[config.mk]
export PLATFORM = sky130hd
export DESIGN_NAME = prio_req_encoder
export DESIGN_NICKNAME = d
export VERILOG_FILES = /design/src/rtl/prio_req_encoder.sv
export SDC_FILE = /design/constraint.sdc
export NUM_CORES = 1
export LEC_CHECK = 0
export BUFFER_PORTS_ARGS = -buffer_cell sky130_fd_sc_hd__buf_2
export CORE_UTILIZATION = 35
export CTS_CLUSTER_DIAMETER = 60
export DETAILED_ROUTE_END_ITERATION = 10
export GPL_ROUTABILITY_DRIVEN = 0
export SETUP_SLACK_MARGIN = 0.4
export SYNTH_ARGS = -nofsm -noshare
export SYNTH_HDL_FRONTEND = slang
export SYNTH_SLANG_ARGS = --single-unit
[constraint.sdc]
create_clock -name clk -period 2.4 [get_ports clk]
set_input_delay 0.48 -clock clk [delete_from_list [all_inputs] [get_ports clk]]
set_output_delay 0.48 -clock clk [all_outputs]
set_load 0.02 [all_outputs]
[src/rtl/prio_req_encoder.sv]
`default_nettype none
// ============================================================================
// Module  : prio_req_encoder
// Brief   : Registered N-to-log2(N) priority encoder that captures requests into
//           a pending vector and drains one index per valid/ready transfer.
//           Define ROUND_ROBIN_EN for rotating priority (default: highest index).
// Revision: 1.0 - initial release
// ============================================================================
module prio_req_encoder #(
  parameter int N        = 16,
  parameter int EDGE_DET = 0,
  localparam int IDX_W   = $clog2(N)
) (
  input  logic             clk,
  input  logic             rst_n,
  input  logic             en,
  input  logic             clr,
  input  logic [N-1:0]     w,
  output logic [IDX_W-1:0] y,
  output logic             y_valid,
  input  logic             y_ready,
  output logic             busy,
  output logic             ovf
);

  logic [N-1:0]     w_q;
  logic [N-1:0]     pend_q;
  logic [N-1:0]     pend_d;
  logic [N-1:0]     rise;
  logic [N-1:0]     cap;
  logic [N-1:0]     load_mask;
  logic [IDX_W-1:0] y_q;
  logic [IDX_W-1:0] y_d;
  logic             y_valid_q;
  logic             y_valid_d;
  logic [IDX_W-1:0] grant;
  logic             stage_free;
  logic             load;

  function automatic logic [IDX_W-1:0] f_highest(input logic [N-1:0] v);
    f_highest = '0;
    for (int i = 0; i < N; i++) begin
      if (v[i]) f_highest = IDX_W'(i);
    end
  endfunction

  assign rise       = w & ~w_q;
  assign cap        = en ? ((EDGE_DET != 0) ? rise : w) : '0;
  assign stage_free = ~y_valid_q | y_ready;
  assign load       = stage_free & (|pend_q);

`ifdef ROUND_ROBIN_EN
  logic [IDX_W-1:0] rr_ptr_q;
  logic [N-1:0]     pend_rot;
  logic [IDX_W:0]   rot_sum;
  logic [IDX_W-1:0] rot_idx;
  logic [IDX_W:0]   grant_sum;

  // Bit j of pend_rot is pend[(rr_ptr + j) mod N], so the top bit is rr_ptr-1.
  always_comb begin
    pend_rot = '0;
    rot_sum  = '0;
    for (int j = 0; j < N; j++) begin
      rot_sum = {1'b0, rr_ptr_q} + (IDX_W+1)'(j);
      if (rot_sum >= (IDX_W+1)'(N)) rot_sum = rot_sum - (IDX_W+1)'(N);
      pend_rot[j] = pend_q[rot_sum[IDX_W-1:0]];
    end
  end

  assign rot_idx = f_highest(pend_rot);

  always_comb begin
    grant_sum = {1'b0, rr_ptr_q} + {1'b0, rot_idx};
    if (grant_sum >= (IDX_W+1)'(N)) grant_sum = grant_sum - (IDX_W+1)'(N);
    grant = grant_sum[IDX_W-1:0];
  end

  always_ff @(posedge clk or negedge rst_n) begin
    if (!rst_n) begin
      rr_ptr_q <= '0;
    end else if (clr) begin
      rr_ptr_q <= '0;
    end else if (load) begin
      rr_ptr_q <= grant;
    end
  end
`else
  assign grant = f_highest(pend_q);
`endif

  always_comb begin
    load_mask = '0;
    if (load) load_mask[grant] = 1'b1;
  end

  // A bit re-captured on its own load edge stays pending (set wins over clear).
  always_comb begin
    pend_d    = (pend_q & ~load_mask) | cap;
    y_d       = y_q;
    y_valid_d = y_valid_q;
    if (clr) begin
      pend_d    = '0;
      y_valid_d = 1'b0;
    end else if (load) begin
      y_d       = grant;
      y_valid_d = 1'b1;
    end else if (stage_free) begin
      y_valid_d = 1'b0;
    end
  end

  always_ff @(posedge clk or negedge rst_n) begin
    if (!rst_n) begin
      w_q       <= '0;
      pend_q    <= '0;
      y_q       <= '0;
      y_valid_q <= 1'b0;
    end else begin
      w_q       <= w;
      pend_q    <= pend_d;
      y_q       <= y_d;
      y_valid_q <= y_valid_d;
    end
  end

  generate
    if (EDGE_DET != 0) begin : g_ovf
      logic [N-1:0] ovf_hit;
      logic         ovf_q;
      logic         ovf_d;

      assign ovf_hit = cap & pend_q & ~load_mask;
      assign ovf_d   = clr ? 1'b0 : (ovf_q | (|ovf_hit));

      always_ff @(posedge clk or negedge rst_n) begin
        if (!rst_n) begin
          ovf_q <= 1'b0;
        end else begin
          ovf_q <= ovf_d;
        end
      end

      assign ovf = ovf_q;
    end else begin : g_no_ovf
      assign ovf = 1'b0;
    end
  endgenerate

  assign y       = y_q;
  assign y_valid = y_valid_q;
  assign busy    = (|pend_q) | y_valid_q;

endmodule
`default_nettype wire

==> results.toml <==
[synthesis]
yosys.area.top_type = "dfrtp_1"
synth-seq-area-share = 0.426
syn_area_um2 = 1230
ys_ff_latch = 21
yosysUniqueCellTypes = 36
synth_top_area_frac = 0.426
yosys_warnings = 0
async_flop_share = 1.00
synth_nets = 148
synthTopCellsByArea = "dfrtp_1, a21oi_1, mux2_4"
ys.flop_type = "dfrtp_1"
syn_inst = 127
synth-edff-count = 0
avgSynthCellArea_um2 = 9.71

[setup_path]
slowest_delay_ns = 0.45
crit_chain = "nor4_4 > and4_4 > nand2b_4 > buf_6"
required_ns = 1.92
r2r_slack_ns = 0.52
worstReg2RegStart = "pend_q[11]"
path_buf_inv = 1
cpMaxStageDelayCell = "dfrtp_2"
path_depth = 4
crit_arrival_ns = 1.55
reg2reg_depth = 5
setup.worst_path.end_class = "output pin"
path_class = "flop to output pin"
crit_fanout = 2
r2r_end = "pend_q[6]"
crit_family = "simple AND/OR/NAND/NOR gates"
cp-start-kind = "flop"

[die]
fp.dieArea_um2 = 3770
initial_core_util = 0.367
rows = 21
coreArea_um2 = 3360
ioPinCount = 28
dieHeight_um = 61.4
die_w_um = 61.4

[flow_run]
max_cap_violations = 0

[timing]
drv_slew = 0
hold_violations = 0
min_period_ns = 2.03
finalCritPeriodShare = 0.845
slew_headroom = 0.602
setup-violations-final = 0
fmax_ghz = 0.493
fin_skew_ns = 0.00449
worst_pin_slew_ns = 0.592
finalSetupTns_ns = 0
rsz0062_at_grt = "yes"

[route]
drt-total-wl_um = 3250
final_antenna_net_count = 0
vias = 1159
via_per_inst = 5.52
drc = 0
drt-pass1-iter-count = 4
wl_per_cell_um = 15.5
drt-initial-drc-count = 77

[grt]
grt_max_degree = 28
grt_pass1_vias = 1084
antenna_found_initial = 0
grt_usage = 0.189
grt_pass1_wl_um = 5130
grt-ovfl-total = 0

[cts]
cts_tree = "built"
clk_pin_slew_ns = 0.12
clock_path_buffers = 2
cts.sinks = 21
clk_latency_ns = 0.31
root_buffer = "clkbuf_4"
cts.htree.levels = 1
cts_made_buffers = 3

[cells_and_area]
drive_above_1_share = 0.384
fillers = 362
nNetsFinal = 186
antennaDiodeCount = 0
areaGrowthSynthToFinish_pct = 27.4

[power_and_ir_drop]
power_leakage_nw = 0.683
power_density_nw_per_um2 = 615
ir_worst_vdd_mv = 0.314
p_total_mw = 0.967

[placement]
port_buffers = 26
post-dp-hpwl_um = 2190

[worst_hold_path]
hold_path.class = "input pin to asynchronous set/reset pin"

[outcome]
outcome = "finished clean"
## cells in the final DEF, fill, tap and decap left out, drive strengths merged, types with 2 or more instances in the layout
master and n:
a21o 3, a21oi 21, a311oi 7, a41oi 6
buf 39, clkbuf 4, dfrtp 21, mux2 4
nand2 15, nand2b 5, nor2 9, nor3 2
nor4 5, o21ai 3, o31ai 2, or2 5
## synth_stat cells, types with 2 or more instances
cell type  number
dfrtp_1        21
a21oi_1        20
nand2_1        15
nor2_1          9
a311oi_1        6
a41oi_1         6
nand2b_1        5
or2_1           5
clkbuf_1        4
mux2_4          4
a21o_1          3
nor4_2          3
o21ai_1         2
o31ai_1         2
## timing repair
item / CTS / global route
gates resized for setup: 9 / 4
pin swaps: 4 / 4
endpoints found under the setup margin: 1 / 1
setup buffers: 8 / 5
endpoints found under the hold margin: 0 / 0
hold buffers: 0 / 0
## stage by stage
step / hold slack (ns) / util / worst slack, ns / instance area [um^2] / std cells
floorplan: 0.184 / - / 0.668 / 1230 / 127
global placement: 0.471 / 0.414 / 0.549 / 1390 / 193
detailed placement: 0.471 / 0.414 / 0.509 / 1390 / 193
CTS: 0.124 / 0.453 / 0.371 / 1520 / 205
global route: 0.125 / 0.467 / 0.300 / 1570 / 210
finish: 0.113 / 0.467 / 0.373 / 1570 / 210
## worst max path at each step
| stage | from | to | slack (ns) |
|---|---|---|---|
| 2_1_floorplan | pend_q[15] | busy | 0.67 |
| 3_3_place_gp | pend_q[15] | busy | 0.55 |
| 3_5_place_dp | pend_q[15] | busy | 0.51 |
| 4_1_cts | pend_q[13] | busy | 0.37 |
| 5_1_grt | pend_q[9] | busy | 0.30 |
| 6_report | pend_q[12] | busy | 0.37 |
## per-layer routing
layer | vias to the layer above | GRT usage | part of all wire
met5 | - | 0 | 0
met4 | 0 | 0.0381 | 0.0046
met3 | 2 | 0.0441 | 0.039
met2 | 32 | 0.332 | 0.50
met1 | 573 | 0.240 | 0.45
li1 | 552 | - | -
## final cells by class
| class | count | area [um^2] | share of cell area |
|---|---|---|---|
| clock buffers | 4 | 26.3 | 0.0167 |
| inverters | 1 | 3.75 | 0.00239 |
| multi-input cells | 99 | 717 | 0.456 |
| flip-flops and latches | 21 | 533 | 0.339 |
| well taps | 46 | 57.6 | 0.0366 |
| repair buffers | 39 | 234 | 0.149 |
## logic make-up (layout without fill, tap and decap cells)
family | count (synthesis) | count (layout) | share of synthesized area
flip-flops | 21 | 21 | 0.426
AND/OR/NAND/NOR | 48 | 48 | 0.236
other | 1 | 1 | 0.00304
AO/OA/AOI/OAI | 46 | 46 | 0.261
multiplexers | 4 | 4 | 0.0487
buffers and inverters | 7 | 44 | 0.0253
## worst register-to-register path, stage by stage (launching register included)
cell and delay (ns):
dfrtp_2 0.45, buf_4 0.16, or3b_1 0.36, a311oi_2 0.33, a21o_1 0.28, a41oi_1 0.16
## state kept, by name, summed over array words and instances (netlist names)
| signal | cells |
|---|---|
| pend_q | 16 |
| y | 4 |
| y_valid | 1 |
## power breakdown
part | switching (mW) | total (mW) | internal [mW]
sequential | 0.0412 | 0.437 | 0.396
combinational | 0.190 | 0.351 | 0.161
clock | 0.114 | 0.179 | 0.0649
Power figures use the tool's default switching activity.
